==> config.mk <==
export PLATFORM = sky130hd
export DESIGN_NAME = seg_scan_driver_flat
export DESIGN_NICKNAME = d
export VERILOG_FILES = /design/src/rtl/seg_disp_pkg.sv /design/src/rtl/seg_scan_driver_if.sv /design/src/rtl/bin2bcd_seq.sv /design/src/rtl/seg_scan_driver.sv /design/src/flat_wrapper.sv
export SDC_FILE = /design/constraint.sdc
export NUM_CORES = 1
export LEC_CHECK = 0
export ABC_AREA = 1
export ABC_CLOCK_PERIOD_IN_PS = 1640
export BUFFER_PORTS_ARGS = -buffer_cell sky130_fd_sc_hd__buf_2
export CAP_MARGIN = 30
export CORE_MARGIN = 2
export CORE_UTILIZATION = 35
export CTS_BUF_LIST = sky130_fd_sc_hd__clkbuf_4 sky130_fd_sc_hd__clkbuf_8
export DETAILED_ROUTE_END_ITERATION = 7
export MAX_ROUTING_LAYER = met4
export PLACE_DENSITY = 0.63
export SLEW_MARGIN = 20
export SYNTH_ARGS = -nofsm -noshare
export SYNTH_HDL_FRONTEND = slang
export SYNTH_SLANG_ARGS = --single-unit
==> constraint.sdc <==
create_clock -name clk -period 1.64 [get_ports clk]
set_input_delay 0.492 -clock clk [delete_from_list [all_inputs] [get_ports clk]]
set_output_delay 0.492 -clock clk [all_outputs]
set_load 0.01 [all_outputs]
==> src/rtl/seg_disp_pkg.sv <==
// Shared types and constants for the 4-digit scanned display path.
// Used by the scan driver, its BCD converter and the bus interface.
package seg_disp_pkg;

   localparam int NDIG = 4;

   typedef logic [1:0] dig_idx_t;

   localparam logic [3:0] AN_NONE = 4'b1111;
   localparam logic [3:0] AN_D0   = 4'b1110;

   localparam logic [13:0] BCD_MAX    = 14'd9999;
   localparam int          CONV_STEPS = 14;

   typedef enum logic {IDLE, CONV} conv_state_t;

   // Double-dabble correction: +3 on every nibble that is 5 or more.
   function automatic logic [15:0] dd_adjust(input logic [15:0] bcd);
      logic [15:0] r;
      r = bcd;
      for (int i = 0; i < 4; i++) begin
         if (bcd[4*i +: 4] >= 4'd5)
            r[4*i +: 4] = bcd[4*i +: 4] + 4'd3;
      end
      return r;
   endfunction

endpackage

==> src/rtl/seg_scan_driver_if.sv <==
// Load/scan bundle between the value source, the scan driver
// and the downstream 7-segment decoder.
interface seg_scan_driver_if;
   import seg_disp_pkg::*;

   logic            load_i;
   logic [15:0]     value_i;
   logic            dec_mode_i;
   logic            blank_lz_i;
   logic            busy_o;
   logic [3:0]      bcd_o;
   logic [NDIG-1:0] an_o;
   logic            blank_o;

   modport master (
      output load_i, value_i, dec_mode_i, blank_lz_i,
      input  busy_o, bcd_o, an_o, blank_o
   );

   modport slave (
      input  load_i, value_i, dec_mode_i, blank_lz_i,
      output busy_o, bcd_o, an_o, blank_o
   );

endinterface

==> src/rtl/bin2bcd_seq.sv <==
// 14-bit binary to 4-digit BCD, one double-dabble step per cycle.
// done/result are valid combinationally in the final CONV cycle.
module bin2bcd_seq
   import seg_disp_pkg::*;
(
   input  logic        clk,
   input  logic        rst_n,
   input  logic        start,
   input  logic [13:0] bin,
   output logic        busy,
   output logic        done,
   output logic [15:0] result
);

   conv_state_t state;
   logic [13:0] sh;
   logic [15:0] bcd;
   logic [15:0] adj;
   logic [3:0]  cnt;

   assign adj    = dd_adjust(bcd);
   assign result = 16'({adj, sh[13]});
   assign done   = (state == CONV) && (cnt == 4'(CONV_STEPS - 1));

   // Conversion FSM: capture on start, shift CONV_STEPS times, then idle.
   always_ff @(posedge clk or negedge rst_n) begin
      if (!rst_n) begin
         state <= IDLE;
         sh    <= '0;
         bcd   <= '0;
         cnt   <= '0;
         busy  <= 1'b0;
      end else begin
         unique case (state)
            IDLE: begin
               if (start) begin
                  sh    <= bin;
                  bcd   <= '0;
                  cnt   <= '0;
                  busy  <= 1'b1;
                  state <= CONV;
               end
            end
            CONV: begin
               bcd <= result;
               sh  <= {sh[12:0], 1'b0};
               cnt <= cnt + 4'd1;
               if (done) begin
                  busy  <= 1'b0;
                  state <= IDLE;
               end
            end
            default: state <= IDLE;
         endcase
      end
   end

endmodule

==> src/rtl/seg_scan_driver.sv <==
// Latches a hex or binary display value and time-multiplexes its
// four digits with active-low anodes and leading-zero blanking.
module seg_scan_driver
   import seg_disp_pkg::*;
#(
   parameter int SCAN_DIV = 12500
) (
   input  logic              clk,
   input  logic              rst_n,
   seg_scan_driver_if.slave  bus
);

   localparam int             DW     = $clog2(SCAN_DIV);
   localparam logic [DW-1:0]  DIV_TC = DW'(SCAN_DIV - 1);

   logic [DW-1:0] div;
   dig_idx_t      idx;
   logic [15:0]   disp;
   logic          conv_busy;
   logic          conv_done;
   logic [15:0]   conv_res;
   logic          accept;
   logic          start;
   logic [13:0]   bin_clamped;
   logic [3:0]    nib;
   logic          slot_blank;

   assign accept      = bus.load_i && !conv_busy;
   assign start       = accept && bus.dec_mode_i;
   assign bin_clamped = (bus.value_i[13:0] > BCD_MAX) ?
                        BCD_MAX : bus.value_i[13:0];
   assign bus.busy_o  = conv_busy;

   bin2bcd_seq u_conv (
      .clk    (clk),
      .rst_n  (rst_n),
      .start  (start),
      .bin    (bin_clamped),
      .busy   (conv_busy),
      .done   (conv_done),
      .result (conv_res)
   );

   // Free-running slot divider; digit index steps at terminal count.
   always_ff @(posedge clk or negedge rst_n) begin
      if (!rst_n) begin
         div <= '0;
         idx <= '0;
      end else if (div == DIV_TC) begin
         div <= '0;
         idx <= idx + 2'd1;
      end else begin
         div <= div + 1'b1;
      end
   end

   // Display register: hex loads direct, decimal only on completion.
   always_ff @(posedge clk or negedge rst_n) begin
      if (!rst_n)
         disp <= '0;
      else if (conv_done)
         disp <= conv_res;
      else if (accept && !bus.dec_mode_i)
         disp <= bus.value_i;
   end

   // Current nibble and leading-zero test for the active slot.
   always_comb begin
      nib        = 4'(disp >> {idx, 2'b00});
      slot_blank = 1'b0;
      unique case (idx)
         2'd0: slot_blank = 1'b0;
         2'd1: slot_blank = (disp[15:4]  == '0);
         2'd2: slot_blank = (disp[15:8]  == '0);
         2'd3: slot_blank = (disp[15:12] == '0);
         default: slot_blank = 1'b0;
      endcase
      slot_blank = slot_blank && bus.blank_lz_i;
   end

   // Registered digit outputs toward the segment decoder.
   always_ff @(posedge clk or negedge rst_n) begin
      if (!rst_n) begin
         bus.bcd_o   <= 4'h0;
         bus.an_o    <= AN_D0;
         bus.blank_o <= 1'b0;
      end else begin
         bus.bcd_o   <= nib;
         bus.an_o    <= slot_blank ? AN_NONE : ~(4'b0001 << idx);
         bus.blank_o <= slot_blank;
      end
   end

endmodule
==> src/flat_wrapper.sv <==
// flat-port wrapper written by rule: the top's interface ports become plain ports
module seg_scan_driver_flat import seg_disp_pkg::*;
#(
   parameter int SCAN_DIV = 12500
)
  (clk, rst_n, bus_load_i, bus_value_i, bus_dec_mode_i, bus_blank_lz_i, bus_busy_o, bus_bcd_o, bus_an_o, bus_blank_o);
  seg_scan_driver_if bus_i ();
  input  logic clk;
  input  logic rst_n;
  input wire logic [$bits(bus_i.load_i)-1:0] bus_load_i;
  input wire logic [$bits(bus_i.value_i)-1:0] bus_value_i;
  input wire logic [$bits(bus_i.dec_mode_i)-1:0] bus_dec_mode_i;
  input wire logic [$bits(bus_i.blank_lz_i)-1:0] bus_blank_lz_i;
  output wire logic [$bits(bus_i.busy_o)-1:0] bus_busy_o;
  output wire logic [$bits(bus_i.bcd_o)-1:0] bus_bcd_o;
  output wire logic [$bits(bus_i.an_o)-1:0] bus_an_o;
  output wire logic [$bits(bus_i.blank_o)-1:0] bus_blank_o;
  assign bus_i.load_i = bus_load_i;
  assign bus_i.value_i = bus_value_i;
  assign bus_i.dec_mode_i = bus_dec_mode_i;
  assign bus_i.blank_lz_i = bus_blank_lz_i;
  assign bus_busy_o = bus_i.busy_o;
  assign bus_bcd_o = bus_i.bcd_o;
  assign bus_an_o = bus_i.an_o;
  assign bus_blank_o = bus_i.blank_o;
  seg_scan_driver #(.SCAN_DIV(SCAN_DIV)) u_core (.clk(clk), .rst_n(rst_n), .bus(bus_i));
endmodule
==> summary.md <==
| Metric | Value |
|---|---|
| Syn_nets | `572` |
| Sequential-to-total area share from yosys stat | `0.4650` |
| Crit Path Max Fanout | `5` |
| Netlist cell types | `34` |
| Most frequent cell after synthesis | `nand2_1` |
| RSZ-0062 raised after global routing | `false` |
| Post-DP Area | `4528 um^2` |
| Worst Path Class, Setup | `register to register` |
| RR Startpoint | `u_core.u_conv.bcd[0]` |
| Failing checks | `DRC` |
| Pins over their slew limit | `0` |
| Yosys warning total | `0` |
| CP Data Required Time | `1.94 ns` |
| DR vias | `3541` |
| Fillers | `1164` |
| Core Area | `11520 um^2` |
| Max Cap Viol | `0` |
| Chip Width | `112.9 um` |
| Post-Synth Adder-Cell Area | `0.04822` |
| Slowest-stage cell, CP | `dfrtp_1` |
| Worst-path clk slew | `0.08 ns` |
| Final period util | `0.9071` |
| Mux share of post-synthesis cell area | `0` |
| NumNets Final | `617` |
| Vias in the first global route | `3617` |
| Final cell area excluding filler cells | `4772 um^2` |
| Final hold vios | `0` |
| Global-route wire length before repair | `16550 um` |
| Max Clock Skew | `0.01240 ns` |
| Via-per-instance ratio | `4.864` |
| I/O pin count | `31` |
| Placer Congestion | `0.9233` |
| Htree depth | `3` |
| DRT iter0 DRCs | `212` |
| Arrival @ worst endpoint | `1.78 ns` |
| Root Driver | `clkbuf_8` |
| FF-to-FF setup slack | `0.15 ns` |
| Total power | `7.477 mW` |
| Crit. End Element | `register` |
| Critical Path Start Type | `register` |
| CTS Sinks | `77` |
| Post-synth top area cell | `dfrtp_1` |
| Post-synth EDFFs | `0` |
| Area Growth Syn to Fin | `14.95%` |
| Clk Latency, worst-skew pair | `0.36 ns` |
| Setup TNS | `0 ns` |
| Area share of the largest cell type after synthesis | `0.4461` |
| Final min period | `1.488 ns` |
| IO Port Bufs | `30` |
| DRC errors left | `1` |
| Share of layout cells above drive strength 1 | `0.1316` |
| DIE AREA | `12750 um^2` |
| Grt ovf | `0` |
| CTS tree | `yes` |
| Slew headroom | `0.6862` |
| Main synth FF type | `dfrtp_1` |
| Num CTS Buffers | `9` |
| Setup Buffers After CTS | `0` |
| Pwr Density | `1567 nW/um^2` |
| Hold Path Class | `input pin to asynchronous set/reset pin` |
| Bufs on Longest Clock Path | `2` |
| Synth Area in Compound Gates | `0.09855` |
| Met3 WL | `510 um` |
| ANT cells | `0` |
| Peak VDD IR | `0.8913 mV` |
| Slew @ Worst Pin | `0.4658 ns` |
| Reg2reg path depth | `7` |
| Leak | `2.454 nW` |
| DRT antenna net count | `0` |
| Row cnt | `39` |
| Critical Path, Cell by Cell | `inv_1 -> ha_1 -> inv_1 -> nand2_1 -> a21boi_0 -> nand2_1 -> nand3_1` |
| Initial antenna violation count | `0` |
| WL per Instance | `12.99 um` |
| Top Family by Delay on Critical Path | `flip-flops` |
| Final WL | `9459 um` |
| Post-synthesis instance area | `4151 um^2` |
| Post-Synth XOR/XNOR Area | `0.01899` |
| Hpwl dp | `7225 um` |
| Max Freq | `0.6722 GHz` |
| Synth Area in Simple Gates | `0.2637` |
| DIE HEIGHT | `112.9 um` |
| DR WL met2 | `4623 um` |
| Yosys reg bits | `77` |
| Cells after Synth | `535` |
| Total GRT Usage | `0.1677` |
| Largest net degree at the start of global routing | `38` |
| # setup viols final | `0` |
| WL met1 | `4215 um` |
| Post-synth ARST share | `1.000` |
| Buf/Inv on CP | `2` |
| Largest family of logic cells by synthesized area | `simple AND/OR/NAND/NOR gates` |
| Drt pass-1 iters | `6` |
| Hold_ws | `0.05174 ns` |
| Initial core utilization | `0.3605` |
| Commonest cells post-synth | `nand2_1, inv_1, dfrtp_1, nor2_1, nand3_1` |
| Crit Reg-Reg Endpoint | `u_core.disp[3]` |
| Status | `finished with violations` |
| Highest routed layer | `met4` |
| Critical Path Max Stage Delay | `0.42 ns` |
| Top post-synthesis cells by area | `dfrtp_1, nand2_1, inv_1, nand3_1, ha_1` |
| Syn avg cell area | `7.760 um^2` |
[how the worst max path moves through the flow]
stage	startpoint	endpoint	slack [ns]	depth (start not counted)
3_5_place_dp	u_core.u_conv.bcd[12]	u_core.u_conv.bcd[14]	0.14	7
5_1_grt	u_core.u_conv.bcd[8]	u_core.disp[10]	0.02	9
3_3_place_gp	u_core.u_conv.bcd[12]	u_core.u_conv.bcd[14]	0.19	7
2_1_floorplan	u_core.idx[0]	u_core.bus.blank_o	0.22	9
6_report	u_core.u_conv.bcd[0]	u_core.disp[3]	0.15	7
4_1_cts	u_core.u_conv.bcd[12]	u_core.u_conv.bcd[14]	0.13	7
[timing repair]
item,CTS,global route
gates resized for setup,0,1
hold buffers,0,0
setup endpoints to repair,0,1
[per-layer routing]
metal  GRT usage  up-vias
met3     0.04713       13
met1      0.1999     1673
met5           -        -
met4     0.04878        0
li1            -     1776
met2      0.2791       79
[cell usage in the layout (no fill, tap or decap), drive strengths merged]
cell / netlist / routed
xor2: 8 / 8
o211ai: 6 / 6
o21a: 1 / 1
nor2: 53 / 53
ha: 16 / 16
nand3: 42 / 42
a21boi: 2 / 2
clkbuf: 1 / 13
dfrtp: 74 / 74
o21ai: 37 / 37
xnor2: 1 / 1
nand2: 151 / 151
clkinv: 2 / 3
a21oi: 4 / 4
bufinv: 0 / 2
dfstp: 3 / 3
nand3b: 1 / 1
nand4: 10 / 10
o21bai: 2 / 2
inv: 90 / 90
a211oi: 1 / 1
nor3: 2 / 2
o22ai: 16 / 16
o221ai: 1 / 1
buf: 11 / 46
[worst register-to-register path: cells and delay by family (launching register included)]
family / cells / cell delay [ns]
flops: 1 / 0.42
buf+inv: 2 / 0.16
fa+ha+maj: 1 / 0.15
compound gates: 1 / 0.32
simple gates: 3 / 0.37
[flip-flops by register name, indices dropped and copies added, names as in the netlist, 2 cells and up]
signal / cells
u_core.u_conv.sh: 14
u_core.bus.an_o: 4
u_core.u_conv.bcd: 16
u_core.u_conv.cnt: 4
u_core.idx: 2
u_core.div: 14
u_core.bus.bcd_o: 4
u_core.disp: 16
[stage by stage]
stage | utilization | setup slack, ns | instances
6_report | 0.4144 | 0.1523 | 728
4_1_cts | 0.4144 | 0.1287 | 728
2_1_floorplan | - | 0.2162 | 535
3_3_place_gp | 0.3932 | 0.1925 | 712
3_5_place_dp | 0.3932 | 0.1447 | 712
5_1_grt | 0.4144 | 0.01917 | 728
[kinds of logic (layout without fill, tap and decap cells)]
group / Yosys count / after routing
and+or+nand+nor: 259 / 259
AOI/OAI and AO/OA: 70 / 70
adders and majority gates: 16 / 16
buffers and inverters: 104 / 154
xor gates and xnor gates: 9 / 9
DFF: 77 / 77
[cell type report]
| cell class | count | area, um^2 | share of cell area |
|---|---|---|---|
| tap | 143 | 178.9 | 0.03749 |
| multi-input combinational | 354 | 1783 | 0.3736 |
| timing repair buffer | 46 | 285.3 | 0.05978 |
| clock buffer | 13 | 178.9 | 0.03749 |
| clock inverter | 3 | 65.06 | 0.01363 |
| inverter | 92 | 350.3 | 0.07341 |
| sequential | 77 | 1931 | 0.4046 |
[power breakdown]
part / internal (mW) / switching [mW]
registers: 2.53 / 0.459
logic: 1.01 / 1.77
clock network: 1.02 / 0.688
total: 4.56 / 2.92
Power figures use the tool's default switching activity.
